File: config.mk
export PLATFORM = sky130hd
export DESIGN_NAME = instr_fetch_queue
export DESIGN_NICKNAME = d
export VERILOG_FILES = /design/src/rtl/ifq_pkg.sv /design/src/rtl/ifq_fifo.sv /design/src/rtl/instr_fetch_queue.sv
export SDC_FILE = /design/constraint.sdc
export NUM_CORES = 1
export LEC_CHECK = 0
export CORE_MARGIN = 2
export CORE_UTILIZATION = 55
export DETAILED_ROUTE_END_ITERATION = 7
export PLACE_DENSITY_LB_ADDON = 0.1
export SLEW_MARGIN = 30
export SYNTH_ARGS = -nofsm -noshare
export SYNTH_HDL_FRONTEND = slang
export SYNTH_SLANG_ARGS = --single-unit
File: constraint.sdc
create_clock -name i_clk -period 3.64 [get_ports i_clk]
set_input_delay 0.546 -clock i_clk [delete_from_list [all_inputs] [get_ports i_clk]]
set_output_delay 0.546 -clock i_clk [all_outputs]
set_load 0.02 [all_outputs]
File: src/rtl/ifq_pkg.sv
// Shared types and constants for the instruction fetch queue.
// Latency: n/a (types only).
// Backpressure: n/a (types only).
//
// Contents: address/instruction widths, the halt word, the fetch state enum
// and the packed queue entry {pc, instr}.
package ifq_pkg;

    localparam int IFQ_AW = 11;
    localparam int IFQ_IW = 32;

    // All-ones word terminates fetch when halt detection is built in.
    localparam logic [IFQ_IW-1:0] HALT_WORD = 32'hFFFF_FFFF;

    typedef enum logic {
        RUN    = 1'b0,
        HALTED = 1'b1
    } ifq_state_e;

    typedef struct packed {
        logic [IFQ_AW-1:0] pc;
        logic [IFQ_IW-1:0] instr;
    } ifq_entry_t;

    // Sequential fetch address; the 11-bit word space wraps 2047 -> 0.
    function automatic logic [IFQ_AW-1:0] pc_inc(input logic [IFQ_AW-1:0] pc);
        return pc + 11'd1;
    endfunction

endpackage

File: src/rtl/ifq_fifo.sv
// Prefetch queue storage: DEPTH entries, circular read/write pointers.
// Latency: a push is visible at the head on the next cycle; head is combinational.
// Backpressure: push refused when full unless a pop happens the same cycle.
//
// Ports:
//   i_clk, i_rst_n   clock, synchronous active-low reset
//   i_flush          empties the queue at the next edge (wins over push/pop)
//   i_push/_dat      write one entry at the tail
//   i_pop            retire the head entry
//   o_head_dat       head entry, all zeros when empty
//   o_empty          queue holds no entries
//   o_occupancy      current entry count, 0..DEPTH
module ifq_fifo #(
    parameter int DEPTH = 4,
    parameter int W     = 43
) (
    input  logic                     i_clk,
    input  logic                     i_rst_n,
    input  logic                     i_flush,
    input  logic                     i_push,
    input  logic [W-1:0]             i_push_dat,
    input  logic                     i_pop,
    output logic [W-1:0]             o_head_dat,
    output logic                     o_empty,
    output logic [$clog2(DEPTH):0]   o_occupancy
);

    localparam int PW = $clog2(DEPTH);
    localparam int CW = PW + 1;

    logic [W-1:0]  r_mem [DEPTH];
    logic [PW-1:0] r_wr_ptr;
    logic [PW-1:0] r_rd_ptr;
    logic [CW-1:0] r_count;

    logic w_full;
    logic w_push_ok;
    logic w_pop_ok;

    assign o_empty     = (r_count == '0);
    assign w_full      = (r_count == CW'(DEPTH));
    // A full queue can still take a push when the head leaves in the same cycle.
    assign w_push_ok   = i_push & ~i_flush & (~w_full | i_pop);
    assign w_pop_ok    = i_pop & ~i_flush & ~o_empty;
    assign o_occupancy = r_count;
    assign o_head_dat  = o_empty ? '0 : r_mem[r_rd_ptr];

    // Payload storage carries no reset; validity is tracked by r_count.
    always_ff @(posedge i_clk) begin
        if (w_push_ok) begin
            r_mem[r_wr_ptr] <= i_push_dat;
        end
    end

    always_ff @(posedge i_clk) begin
        if (!i_rst_n || i_flush) begin
            r_wr_ptr <= '0;
            r_rd_ptr <= '0;
            r_count  <= '0;
        end else begin
            if (w_push_ok) begin
                r_wr_ptr <= r_wr_ptr + PW'(1);
            end
            if (w_pop_ok) begin
                r_rd_ptr <= r_rd_ptr + PW'(1);
            end
            case ({w_push_ok, w_pop_ok})
                2'b10:   r_count <= r_count + CW'(1);
                2'b01:   r_count <= r_count - CW'(1);
                default: r_count <= r_count;
            endcase
        end
    end

endmodule

File: src/rtl/instr_fetch_queue.sv
// Instruction fetch stage: drives imem, buffers returned words, feeds decode.
// Latency: fetch issue to if_valid is 2 cycles; redirect to target valid is 3.
// Backpressure: stops issuing when queue + in-flight would exceed DEPTH after this cycle's pop.
//
// Ports:
//   i_clk, i_rst_n              clock, synchronous active-low reset
//   o_imem_addr, o_imem_oen     word address and active-low read enable
//   i_imem_rdata                read data, one cycle after o_imem_oen=0
//   o_if_valid/_instr/_pc       head instruction towards decode (zeros when empty)
//   i_if_ready                  decode takes the head this cycle
//   i_redirect, i_redirect_pc   taken branch/jump: flush and refetch at target
//   o_fetch_halted              fetch stopped on the halt word
//   o_occupancy                 queue entry count
// Build option: define IFQ_HALT_DETECT_EN to stop fetching after an all-ones word.
module instr_fetch_queue
    import ifq_pkg::*;
#(
    parameter int                DEPTH    = 4,
    parameter logic [IFQ_AW-1:0] RESET_PC = 11'd0
) (
    input  logic                    i_clk,
    input  logic                    i_rst_n,
    output logic [IFQ_AW-1:0]       o_imem_addr,
    output logic                    o_imem_oen,
    input  logic [IFQ_IW-1:0]       i_imem_rdata,
    output logic                    o_if_valid,
    output logic [IFQ_IW-1:0]       o_if_instr,
    output logic [IFQ_AW-1:0]       o_if_pc,
    input  logic                    i_if_ready,
    input  logic                    i_redirect,
    input  logic [IFQ_AW-1:0]       i_redirect_pc,
    output logic                    o_fetch_halted,
    output logic [$clog2(DEPTH):0]  o_occupancy
);

    localparam int CW = $clog2(DEPTH) + 1;

    ifq_state_e        r_state;
    logic [IFQ_AW-1:0] r_fetch_pc;
    logic              r_inflight;
    logic [IFQ_AW-1:0] r_inflight_pc;
    logic [IFQ_AW-1:0] r_last_addr;

    ifq_entry_t        w_push_ent;
    ifq_entry_t        w_head_ent;
    logic              w_empty;
    logic [CW-1:0]     w_occ;
    logic              w_pop;
    logic              w_push;
    logic [CW:0]       w_proj;
    logic              w_room;
    logic              w_issue;

    // A redirect cancels the pop: the head belongs to the abandoned path.
    assign w_pop = ~w_empty & i_if_ready & ~i_redirect;

`ifdef IFQ_HALT_DETECT_EN
    logic r_fetch_halted;
    logic w_halt_hit;

    // Once halted, a response already in flight lies past the halt word.
    assign w_push     = r_inflight & ~i_redirect & (r_state == RUN);
    assign w_halt_hit = w_push & (i_imem_rdata == HALT_WORD);
    assign o_fetch_halted = r_fetch_halted;
`else
    assign w_push         = r_inflight & ~i_redirect;
    assign o_fetch_halted = 1'b0;
`endif

    // Entries held once this cycle's pop and the arriving response settle.
    // The pop is only counted when an entry exists, so this never underflows.
    assign w_proj  = {1'b0, w_occ} - {{CW{1'b0}}, w_pop} + {{CW{1'b0}}, r_inflight};
    assign w_room  = (w_proj < (CW + 1)'(DEPTH));
    // Gating with reset keeps the read enable idle while reset is held.
    assign w_issue = i_rst_n & ~i_redirect & (r_state == RUN) & w_room;

    assign o_imem_oen  = ~w_issue;
    assign o_imem_addr = w_issue ? r_fetch_pc : r_last_addr;

    assign w_push_ent.pc    = r_inflight_pc;
    assign w_push_ent.instr = i_imem_rdata;

    ifq_fifo #(
        .DEPTH (DEPTH),
        .W     ($bits(ifq_entry_t))
    ) u_fifo (
        .i_clk       (i_clk),
        .i_rst_n     (i_rst_n),
        .i_flush     (i_redirect),
        .i_push      (w_push),
        .i_push_dat  (w_push_ent),
        .i_pop       (w_pop),
        .o_head_dat  (w_head_ent),
        .o_empty     (w_empty),
        .o_occupancy (w_occ)
    );

    assign o_if_valid  = ~w_empty;
    assign o_if_instr  = w_head_ent.instr;
    assign o_if_pc     = w_head_ent.pc;
    assign o_occupancy = w_occ;

    // Fetch control and run/halt state.
    always_ff @(posedge i_clk) begin
        if (!i_rst_n) begin
            r_state       <= RUN;
            r_fetch_pc    <= RESET_PC;
            r_inflight    <= 1'b0;
            r_inflight_pc <= '0;
            r_last_addr   <= '0;
`ifdef IFQ_HALT_DETECT_EN
            r_fetch_halted <= 1'b0;
`endif
        end else begin
            r_inflight <= w_issue;
            if (w_issue) begin
                r_inflight_pc <= r_fetch_pc;
                r_last_addr   <= r_fetch_pc;
                r_fetch_pc    <= pc_inc(r_fetch_pc);
            end
            // Redirect never coincides with an issue, so it owns r_fetch_pc here.
            if (i_redirect) begin
                r_fetch_pc <= i_redirect_pc;
                r_state    <= RUN;
`ifdef IFQ_HALT_DETECT_EN
                r_fetch_halted <= 1'b0;
            end else if (w_halt_hit) begin
                r_state        <= HALTED;
                r_fetch_halted <= 1'b1;
`endif
            end
        end
    end

endmodule
==> summary.txt <==
status = complete, no violations
Reg power frac = 0.530
Slew @ Worst Pin = 0.639 ns
routed via count = 4,915
crit path DAT = 2.98 ns
Pint = 4100 µW
io pins = 107
routed wire length = 16.6 mm
dpl hpwl = 10.2 mm
Worst Hold Class = register to register
Residual DRC = 0
Adder-Cell Fraction of Synth Area = 0.0170
Sw Pwr = 1030 µW
count of different cell masters after synthesis = 45
synth top area cells = edfxtp_1 (61%), mux4_2 (11%), dfxtp_1 (10%), nor2b_1 (3.2%), o21ai_0 (2.1%)
Hold WS = 0.507 ns
GR peak layer = met2
CP Launch Type = input port
top-count cell post-synth = edfxtp_1
cell area after layout = 10,700 µm²
largest family of logic cells by synthesized area = multiplexers
die area = 16,500 µm²
worst r2r src = u_fifo.o_occupancy[1]
Setup Skew = 0.00934 ns
Max Clk Rate = 284 MHz
clock buffer depth = 3
flops & latches, synth = 215
clock share of power = 0.424
peak supply drop = 374 µV
final RePlAce weighted congestion = 0.812
hold depth = 2
sequential area share after synthesis = 0.706
cell taking the most area after synthesis = edfxtp_1
simple-gate portion of the synthesized area = 0.0840
buffer and inverter count on the worst path = 6
DIE HEIGHT = 129 µm
max_slew headroom = 0.574
met2 Track Usage GR = 0.344
DP Area = 10,000 µm²
Die X = 129 µm
first-pass GRT wire length = 26.3 mm
DRT antenna net count = 0
Max-cap violations = 0
mux cell area share after synthesis = 0.115
Crit. End Element = primary output
Worst-path clk slew = 0.06 ns
core region area = 15,200 µm²
Synth Area in XOR/XNOR = 0.00616
final hold vios = 0
Hold Path End = r_inflight_pc[6]
CP Max Fanout = 12
# rows = 45
Syn. warnings = 0
worst-skew pair later-pin latency = 0.49 ns
delay-heaviest family, CP = buffers and inverters
CTS Buf Count = 22
worst reg-to-reg path cell count = 12
H-tree depth = 1
most frequent cells after synthesis = edfxtp_1 (172), nor2b_1 (44), dfxtp_1 (43), mux4_2 (43), o21ai_0 (35)
GRT met3 Usage = 0.0391
wire per inst = 19.4 µm
fill count = 1,006
RR Endpoint = r_fetch_pc[9]
total grt overflow = 0
initial antenna violation count = 0
diode count = 0
sw frac = 0.201
number of global-route vias before repair = 5,028
Worst EP required = 3.09 ns
Area growth, synth to finish = 25.7%
Post-synth EDFFs = 172
total leakage power = 0.00356 µW
Mapped Cells = 518
Comb power frac = 0.046
drt first pass iters = 5
Mapped Area = 8540 µm²
internal reg-to-reg setup slack = 0.93 ns
share of post-route cells with drive strength above 1 = 0.201
worst path cell trace = clkdlybuf4s50_1 > nor3b_2 > ha_1 > inv_1 > ha_1 > nand3b_1 > buf_4 > buf_4 > a21o_1 > buf_12 > nand3_1 > nand2_1 > clkdlybuf4s15_1
worst setup path category = input port to primary output
Synth Area in Compound Gates = 0.0520
GR Util met1 = 0.284
Root Buffer = clkbuf_16
CTS sink count = 215
hold buffer count at CTS = 0
critical hold path startpoint = r_inflight_pc[6]
1st-iter DRT viols = 438
Slew Limit Fails = 0
CP peak stage delay = 0.46 ns
async set or reset register ratio after synthesis = 0
fin crit share = 0.968
Synth Flop Type = edfxtp_1
minimum clock period = 3.52 ns
CTS tree = done
Syn Nets = 576
P per Cell Area = 478 nW/µm²
largest net degree at the start of global routing = 46
PortBufs = 105
critical path's slowest cell = clkdlybuf4s50_1
Final Setup Violations = 0
vias per inst = 5.74
synthesized area per cell = 16.5 µm²
Nets = 711
gr usage total = 0.205
initial core utilization = 0.561
Synth top area share = 0.605
[layout make-up]
class                           count  area [µm²]  share of cell area
Clock buffer                       24         579              0.0540
Clock inverter                     15         128              0.0119
Inverter                           12        45.0             0.00420
Multi-Input combinational cell    264        2390               0.223
Sequential cell                   215        6030               0.562
Tap cell                          188         235              0.0219
Timing Repair Buffer              138        1320               0.123
[metal layers]
metal  wire [µm]  vias up
met5           0        -
met4         250        0
met3         966       23
met2        8320      158
met1        7070     2464
li1            -     2270
[cell families after synthesis]
kind of cell,Yosys count
flip-flops,215
AND/OR/NAND/NOR,132
AO/OA/AOI/OAI,69
multiplexers,44
buffers and inverters,40
adder cells (fa/ha/maj),11
XOR/XNOR,6
other,1
[worst max path at each step]
| stage | endpoint | startpoint | cells past startpoint |
|---|---|---|---|
| floorplan | o_imem_addr[8] | u_fifo.o_occupancy[0] | 12 |
| global placement | o_imem_addr[10] | i_redirect | 11 |
| detailed placement | o_imem_addr[10] | i_redirect | 11 |
| CTS | o_imem_addr[1] | i_redirect | 12 |
| global route | o_imem_addr[6] | i_redirect | 13 |
| finish | o_imem_addr[0] | i_redirect | 13 |
[metrics by stage]
stage          power [µW]   TNS [ns]  instances  utilization  worst slack (ns)
2_1_floorplan        2870          0        518            -             0.212
3_3_place_gp         3000      -2.62        813        0.658            -0.250
3_5_place_dp         3010      -3.54        813        0.658            -0.316
4_1_cts              5170  -0.000412        855        0.707         -0.000412
5_1_grt              5320    -0.0446        856        0.706           -0.0204
6_report             5130          0        856        0.706             0.116
[state kept, by name, indices dropped and copies added, names as in the netlist, named ones only]
name                cells
u_fifo.r_mem          172
r_fetch_pc             11
r_inflight_pc          11
r_last_addr            11
u_fifo.o_occupancy      3
u_fifo.r_rd_ptr         2
u_fifo.r_wr_ptr         2
r_inflight              1
[placed cells by master (no fill, tap or decap), types with 3 or more instances in the layout]
cell / netlist / routed
edfxtp_1: 172 / 172
clkdlybuf4s50_1: 0 / 93
nor2b_1: 44 / 44
mux4_2: 43 / 43
dfxtp_1: 43 / 39
nand2_1: 28 / 28
buf_4: 1 / 28
o21ai_0: 35 / 26
clkbuf_16: 0 / 23
nand3_1: 17 / 17
inv_1: 12 / 12
a21boi_0: 12 / 12
nor2_1: 10 / 10
ha_1: 10 / 10
o21ai_1: 0 / 9
clkbuf_2: 0 / 8
a31oi_1: 6 / 6
nand2b_1: 5 / 5
or3_1: 5 / 5
clkinv_2: 0 / 5
clkinv_1: 0 / 5
buf_12: 0 / 5
and2_2: 0 / 4
o311a_1: 4 / 4
nor3b_1: 4 / 3
nor4_1: 3 / 3
xnor2_1: 3 / 3
and3_1: 3 / 3
nand4_1: 3 / 3
xor2_1: 3 / 3
dfxtp_2: 0 / 3
clkdlybuf4s15_1: 0 / 3
[power groups by stage]
stage	combinational (µW)	clock, µW	sequential [µW]
after global placement	234	0	2770
after global routing	257	2340	2720
after detailed placement	241	0	2770
final	237	2170	2720
after floorplan	111	0	2760
after CTS	238	2220	2720
[worst register-to-register path: cells and delay by family (launching register included)]
family                     cells  cell delay [ns]
AOI/OAI and AO/OA              4             0.99
adders and majority gates      2             0.42
buffers and inverters          3             0.42
DFF                            1             0.39
and+or+nand+nor                3             0.40
[timing repair]
| action | in CTS | in global routing |
|---|---|---|
| buffers inserted | 2 | 1 |
| endpoints found under the setup margin | 12 | 12 |
| gates resized for setup | 16 | 30 |
| pin swaps | 3 | 2 |
| hold endpoints to repair | 0 | 0 |
| gates cloned | 1 | 0 |
(Power assumes the default switching activity.)
